**src/rtl/mem_port_arbiter_if.sv**
```systemverilog
// mem_port_arbiter_if: one requester's request/grant/read-return bundle.
// master = requester side, slave = arbiter side.
interface mem_port_arbiter_if #(
   parameter int ADDR_WIDTH = 32,
   parameter int DATA_WIDTH = 64
);
   logic                    req;
   logic [ADDR_WIDTH-1:0]   addr;
   logic [DATA_WIDTH/8-1:0] wben;
   logic [DATA_WIDTH-1:0]   wdata;
   logic                    gnt;
   logic                    rvalid;
   logic [DATA_WIDTH-1:0]   rdata;

   modport master (output req, addr, wben, wdata, input gnt, rvalid, rdata);
   modport slave  (input req, addr, wben, wdata, output gnt, rvalid, rdata);
endinterface

```
**src/rtl/mem_port_arbiter.sv**
```systemverilog
// mem_port_arbiter: round-robin sharing of one single-port memory between two requesters.
// Define MEM_ARB_STATS_EN to build the grant/conflict statistics counters.
module mem_port_arbiter #(
   parameter int ADDR_WIDTH = 32,
   parameter int DATA_WIDTH = 64,
   parameter int MAX_BURST  = 16,
   parameter int RD_LATENCY = 1
) (
   input  logic                    clk_i,
   input  logic                    reset_n_i,
   mem_port_arbiter_if.slave       p0,
   mem_port_arbiter_if.slave       p1,
   output logic                    mem_en_o,
   output logic [ADDR_WIDTH-1:0]   mem_addr_o,
   output logic [DATA_WIDTH/8-1:0] mem_wben_o,
   output logic [DATA_WIDTH-1:0]   mem_wdata_o,
   input  logic [DATA_WIDTH-1:0]   mem_rdata_i,
   input  logic                    mem_stall_i,
   output logic [31:0]             stat_grants0_o,
   output logic [31:0]             stat_grants1_o,
   output logic [31:0]             stat_conflict_o
);
   localparam int            CW  = $clog2(MAX_BURST + 1);
   localparam logic [CW-1:0] CAP = CW'(MAX_BURST - 1);

   logic [1:0]            req;
   logic                  hold, sel, gnt, rd;
   logic                  owner_q, owner_d, last_q, last_d, active_q, active_d;
   logic [CW-1:0]         cnt_q, cnt_d;
   logic [RD_LATENCY-1:0] tv_q, tv_d, tp_q, tp_d;

   always_comb begin
      req  = {p1.req, p0.req};
      hold = active_q & req[owner_q] & ((cnt_q < CAP) | ~req[~owner_q]);
      sel  = hold ? owner_q : (&req) ? ~last_q : req[1];
      gnt  = (|req) & ~mem_stall_i;
      rd   = gnt & ~|(sel ? p1.wben : p0.wben);
      p0.gnt      = gnt & ~sel;
      p1.gnt      = gnt & sel;
      mem_en_o    = gnt;
      mem_addr_o  = gnt ? (sel ? p1.addr : p0.addr) : '0;
      mem_wben_o  = gnt ? (sel ? p1.wben : p0.wben) : '0;
      mem_wdata_o = gnt ? (sel ? p1.wdata : p0.wdata) : '0;
      owner_d  = owner_q;
      last_d   = last_q;
      active_d = active_q;
      cnt_d    = cnt_q;
      if (gnt) begin
         owner_d  = sel;
         last_d   = sel;
         active_d = 1'b1;
         cnt_d    = (sel == owner_q && active_q) ? ((cnt_q == CAP) ? CAP : cnt_q + 1'b1) : '0;
      end else if (~|req && ~mem_stall_i) begin
         active_d = 1'b0;
         cnt_d    = '0;
      end
      // read tags shift every cycle regardless of stall; writes enter as invalid
      tv_d = RD_LATENCY'({tv_q, rd});
      tp_d = RD_LATENCY'({tp_q, sel});
      p0.rvalid = tv_q[RD_LATENCY-1] & ~tp_q[RD_LATENCY-1];
      p1.rvalid = tv_q[RD_LATENCY-1] & tp_q[RD_LATENCY-1];
      p0.rdata  = mem_rdata_i;
      p1.rdata  = mem_rdata_i;
   end

   always_ff @(posedge clk_i or negedge reset_n_i) begin
      if (!reset_n_i) begin
         owner_q  <= 1'b0;
         last_q   <= 1'b1;
         active_q <= 1'b0;
         cnt_q    <= '0;
         tv_q     <= '0;
         tp_q     <= '0;
      end else begin
         owner_q  <= owner_d;
         last_q   <= last_d;
         active_q <= active_d;
         cnt_q    <= cnt_d;
         tv_q     <= tv_d;
         tp_q     <= tp_d;
      end
   end

`ifdef MEM_ARB_STATS_EN
   logic [31:0] g0_q, g0_d, g1_q, g1_d, cf_q, cf_d;

   always_comb begin
      g0_d = g0_q + 32'(p0.gnt);
      g1_d = g1_q + 32'(p1.gnt);
      cf_d = cf_q + 32'(&req);
   end

   always_ff @(posedge clk_i or negedge reset_n_i) begin
      if (!reset_n_i) begin
         g0_q <= '0;
         g1_q <= '0;
         cf_q <= '0;
      end else begin
         g0_q <= g0_d;
         g1_q <= g1_d;
         cf_q <= cf_d;
      end
   end

   assign stat_grants0_o  = g0_q;
   assign stat_grants1_o  = g1_q;
   assign stat_conflict_o = cf_q;
`else
   assign stat_grants0_o  = '0;
   assign stat_grants1_o  = '0;
   assign stat_conflict_o = '0;
`endif
endmodule

```
**src/flat_wrapper.sv**
```systemverilog
// flat-port wrapper written by rule: the top's interface ports become plain ports
module mem_port_arbiter_flat 
#(
   parameter int ADDR_WIDTH = 32,
   parameter int DATA_WIDTH = 64,
   parameter int MAX_BURST  = 16,
   parameter int RD_LATENCY = 1
)
  (clk_i, reset_n_i, mem_en_o, mem_addr_o, mem_wben_o, mem_wdata_o, mem_rdata_i, mem_stall_i, stat_grants0_o, stat_grants1_o, stat_conflict_o, p0_req, p0_addr, p0_wben, p0_wdata, p0_gnt, p0_rvalid, p0_rdata, p1_req, p1_addr, p1_wben, p1_wdata, p1_gnt, p1_rvalid, p1_rdata);
  mem_port_arbiter_if #(.ADDR_WIDTH(ADDR_WIDTH), .DATA_WIDTH(DATA_WIDTH)) p0_i ();
  mem_port_arbiter_if #(.ADDR_WIDTH(ADDR_WIDTH), .DATA_WIDTH(DATA_WIDTH)) p1_i ();
  input  logic clk_i;
  input  logic reset_n_i;
  output logic mem_en_o;
  output logic [ADDR_WIDTH-1:0] mem_addr_o;
  output logic [DATA_WIDTH/8-1:0] mem_wben_o;
  output logic [DATA_WIDTH-1:0] mem_wdata_o;
  input  logic [DATA_WIDTH-1:0] mem_rdata_i;
  input  logic mem_stall_i;
  output logic [31:0] stat_grants0_o;
  output logic [31:0] stat_grants1_o;
  output logic [31:0] stat_conflict_o;
  input wire logic [$bits(p0_i.req)-1:0] p0_req;
  input wire logic [$bits(p0_i.addr)-1:0] p0_addr;
  input wire logic [$bits(p0_i.wben)-1:0] p0_wben;
  input wire logic [$bits(p0_i.wdata)-1:0] p0_wdata;
  output wire logic [$bits(p0_i.gnt)-1:0] p0_gnt;
  output wire logic [$bits(p0_i.rvalid)-1:0] p0_rvalid;
  output wire logic [$bits(p0_i.rdata)-1:0] p0_rdata;
  input wire logic [$bits(p1_i.req)-1:0] p1_req;
  input wire logic [$bits(p1_i.addr)-1:0] p1_addr;
  input wire logic [$bits(p1_i.wben)-1:0] p1_wben;
  input wire logic [$bits(p1_i.wdata)-1:0] p1_wdata;
  output wire logic [$bits(p1_i.gnt)-1:0] p1_gnt;
  output wire logic [$bits(p1_i.rvalid)-1:0] p1_rvalid;
  output wire logic [$bits(p1_i.rdata)-1:0] p1_rdata;
  assign p0_i.req = p0_req;
  assign p0_i.addr = p0_addr;
  assign p0_i.wben = p0_wben;
  assign p0_i.wdata = p0_wdata;
  assign p0_gnt = p0_i.gnt;
  assign p0_rvalid = p0_i.rvalid;
  assign p0_rdata = p0_i.rdata;
  assign p1_i.req = p1_req;
  assign p1_i.addr = p1_addr;
  assign p1_i.wben = p1_wben;
  assign p1_i.wdata = p1_wdata;
  assign p1_gnt = p1_i.gnt;
  assign p1_rvalid = p1_i.rvalid;
  assign p1_rdata = p1_i.rdata;
  mem_port_arbiter #(.ADDR_WIDTH(ADDR_WIDTH), .DATA_WIDTH(DATA_WIDTH), .MAX_BURST(MAX_BURST), .RD_LATENCY(RD_LATENCY)) u_core (.clk_i(clk_i), .reset_n_i(reset_n_i), .p0(p0_i), .p1(p1_i), .mem_en_o(mem_en_o), .mem_addr_o(mem_addr_o), .mem_wben_o(mem_wben_o), .mem_wdata_o(mem_wdata_o), .mem_rdata_i(mem_rdata_i), .mem_stall_i(mem_stall_i), .stat_grants0_o(stat_grants0_o), .stat_grants1_o(stat_grants1_o), .stat_conflict_o(stat_conflict_o));
endmodule
```
**config.mk**
```make
export PLATFORM = sky130hd
export DESIGN_NAME = mem_port_arbiter_flat
export DESIGN_NICKNAME = d
export VERILOG_FILES = /design/src/rtl/mem_port_arbiter_if.sv /design/src/rtl/mem_port_arbiter.sv /design/src/flat_wrapper.sv
export SDC_FILE = /design/constraint.sdc
export NUM_CORES = 1
export LEC_CHECK = 0
export BUFFER_PORTS_ARGS = -buffer_cell sky130_fd_sc_hd__buf_4
export CAP_MARGIN = 20
export CORE_AREA = 2 2 240 242
export CTS_CLUSTER_SIZE = 30
export DETAILED_ROUTE_END_ITERATION = 8
export DIE_AREA = 0 0 242 244
export PLACE_DENSITY_LB_ADDON = 0.15
export SKIP_LAST_GASP = 1
export SYNTH_ARGS = -nofsm -noshare
export SYNTH_HDL_FRONTEND = slang
export SYNTH_SLANG_ARGS = --single-unit
```
**constraint.sdc**
```tcl
create_clock -name clk_i -period 4.7 [get_ports clk_i]
set_input_delay 0.94 -clock clk_i [delete_from_list [all_inputs] [get_ports clk_i]]
set_output_delay 0.94 -clock clk_i [all_outputs]
set_load 0.03 [all_outputs]
```
==> reports/summary.md <==
The final antenna-violating net count is 0, and the total of max-cap violations is 0. The maximum fanout along the worst path was 42; the worst supply voltage drop on vdd was 0.0793 mV. Summing internal, switching and leakage power gives 0.964 mW. Compared with the post-synthesis result, the final layout area differs by 62.8%. Global routing used 5.37% of the available tracks across all layers. The critical path contains buffers and inverters numbering 3 combined. The first TritonRoute pass finished after 4 iterations. The run gives 1 as the number of levels in the clock H-tree. Hold repair after CTS inserted 0 buffers.

In the post-synthesis netlist, the biggest area contributors are sky130_fd_sc_hd__buf_4, sky130_fd_sc_hd__a22o_1, sky130_fd_sc_hd__dfrtp_1. The routed design could run at a clock period as short as 3.82 ns. Setup repair after global routing left no endpoint under its margin. The finished layout holds 1376 standard cells, fillers aside.

For the final net count, the log shows 899. Static timing analysis puts the maximum clock frequency at 0.262 GHz. Summed over all cells, the static leakage comes to 2.69 nW.

The number of gates resized after CTS was 0. During placement, the flow inserted port buffers numbering 321. Average cell area after synthesis: 7.79 µm². Broken down by cell family, the worst path's largest delay share belongs to simple AND/OR/NAND/NOR gates.

The initial utilization of the core area, before any placement, comes to 6.06%. The logs give 0 ns for the total negative slack for setup checks and 3.76 ns for the critical path required time. In the routed layout, each cell is associated on average with a via count of 2.53.

The count of placed standard cells including taps came out at 1372. Summed over all layers, the global routing overflow is 0. The run gives 73 as the maximum number of pins on one net before global-route repair. Once layout is complete, the utilization of the core stands at 9.86%. The warning count from the yosys run came out at 0.

The met3 wire length was 2.03 mm; the total power divided by cell area was 174 nW/µm². The met1 wire length was 6.39 mm. After clock tree synthesis, the clock-pin slew on the worst setup and hold paths is 0.04 ns. After detailed routing, the met2 layer carries 8.93 mm of wire. The tools report the final routed wirelength across all metal layers as 17.9 mm. The first global-routing pass estimated 23.8 mm of wire. 0 antenna diodes ended up in the layout. The logs give 0.24 ns for the source-to-sink clock delay at the later pin of the worst-skew pair and 0 for the final hold violation count. On the worst path, the slowest cell contributes a delay of 0.66 ns.

The number of setup buffers added after CTS is 0. TritonCTS built the clock tree. The number of DRC violations after detailed-routing iteration 0 came out at 39.

Across the routed clock network, the largest skew measured is 0.00830 ns. After layout, the worst path uses 81.4% of the clock period. In this run the cell area measured after placement is 5450 µm². The half-perimeter wire length after placement is 15.5 mm, and the fraction of final layout cells sized beyond drive strength 1 is 54.8%. The worst setup path is captured at an output port. The synthesized design contains 10 register bits. Placement row count: 87. The cell that appears most often on the critical path is sky130_fd_sc_hd__buf_4.

For the worst setup path, the data arrival time is 2.88 ns. The floorplan step set the die height to 244 µm. The tools report the relative slew slack as 36.9%.

The actual slew at the worst max-slew pin is 0.944 ns. Post-synthesis cell type with the largest combined area: sky130_fd_sc_hd__buf_4. The die area was 59000 µm². The longest clock path from root to sink contains 2 buffers. The highest layer used for signal routing was met4. Sequential elements use 7.39% of the synthesized area. 610 I/O pins were placed. CTS placed an instance of sky130_fd_sc_hd__clkbuf_16 at the clock tree root. The number of clock buffers added by TritonCTS is 3. Setup violations remaining at the end of the flow were counted as 0. The tools report the final number of max-transition violations as 0. The tools report the number of global-route vias before repair as 3414.

The run finished with clean final reports. Summing all non-filler instances in the final layout gives an area of 5540 µm². The number of antenna violations at the first check in global routing was 2; the average wire per cell in the routed design was 13.0 µm. Synthesis handed over a netlist of 437 instances. The fraction of synthesized cell area taken by the top area cell type was 50.5%. Traced cell by cell, the critical path runs through buf_4 > nor2b_1 > o21ai_0 > nor3_4 > buf_12 > a22o_1 > buf_4. The x dimension of the die works out to 242 µm.

After floorplanning, the core was sized to cover 56200 µm². The tools report the kind of start point of the critical path as an input port. Clock tree synthesis found a total of 10 sinks. The critical path is of the in2out type.

The synthesized netlist occupies a cell area of 3400 µm². The placer's final routability congestion estimate came out at 0.784. The tightest min-delay check is of the reg2reg type. The detailed router placed 3488 vias in this run. The number of distinct standard cells referenced by the synthesized netlist is 35. Standard cell with the maximum stage delay on the critical path: sky130_fd_sc_hd__nor3_4.

The total DRC errors in the routed layout was 0.
[where the power goes]
group | internal [mW] | switching (mW)
registers | 0.0936 | 0.00699
clock network | 0.129 | 0.0467
logic | 0.277 | 0.411
total | 0.499 | 0.465
[per-layer routing]
metal,up-vias,GRT usage [%]
li1,1585,-
met1,1538,5.76
met2,318,9.66
met3,47,1.98
met4,0,1.85
met5,-,0
[cell usage in the layout, fill, tap and decap left out, drive strengths merged, types with 2 or more instances in the layout]
cell,instances
inv,2
a22o,96
clkbuf,4
conb,96
nand2,24
nor2b,5
mux2i,9
nor2,2
a21o,3
dfrtp,9
nand3,6
and2,2
nand2b,2
o21ai,7
nor4,4
buf,332
[metrics by stage]
step | setup slack, ns | hold WS (ns)
after floorplan | 1.13 | 0.468
after global placement | 0.798 | 0.522
after detailed placement | 0.797 | 0.519
after CTS | 0.789 | 0.525
after global routing | 0.720 | 0.535
final | 0.876 | 0.521
[registers in the layout, summed over array words and instances, names as in the netlist]
signal / flops
u_core.tp_q: 1
u_core.active_q: 1
u_core.cnt_q: 5
u_core.last_q: 1
u_core.owner_q: 1
u_core.tv_q: 1
[cells in the mapped netlist (all sizes together)]
master	number
and2	2
nand3	6
o211a	1
nor2	2
a31oi	1
a21boi	1
mux2i	9
dfstp	1
ha	1
nor4	4
conb	1
a311oi	1
and4	1
o21a	1
nor3	1
a21oi	1
nand2	24
nand2b	2
a22o	96
nor2b	5
nand4	1
inv	2
clkbuf	12
and4b	1
buf	236
a41oi	1
o211ai	1
dfrtp	9
nand4b	1
o21ai	7
clkinv	1
o22ai	1
a21o	3
[worst paths after layout]
| path | from | to | slack (ns) | depth (start not counted) |
|---|---|---|---|---|
| max reg2reg | u_core.cnt_q[2] | u_core.tv_q | 2.61 | 4 |
| min in group asynchronous | reset_n_i | u_core.cnt_q[4] | 0.53 | 1 |
| max in group asynchronous | reset_n_i | u_core.last_q | 3.93 | 1 |
| max | mem_stall_i | mem_addr_o[2] | 0.88 | 7 |
| min | u_core.last_q | u_core.last_q | 0.52 | 1 |
| min reg2reg | u_core.last_q | u_core.last_q | 0.52 | 1 |
[area by class of cell]
type	instances	area [µm²]
clock buffer	4	88.8
fill	6616	50600
sequential	10	251
tap	756	946
multi-input combinational	271	1710
inverter	3	11.3
timing repair buffer	332	2530
[logic make-up after synthesis]
group                      synth area share [%]
buffers and inverters                      53.2
AOI/OAI and AO/OA                          28.9
and+or+nand+nor                            7.43
DFF                                        7.39
muxes                                      2.65
adders and majority gates                 0.368
other                                     0.110
Note: power is estimated with default switching activity, not from simulation.
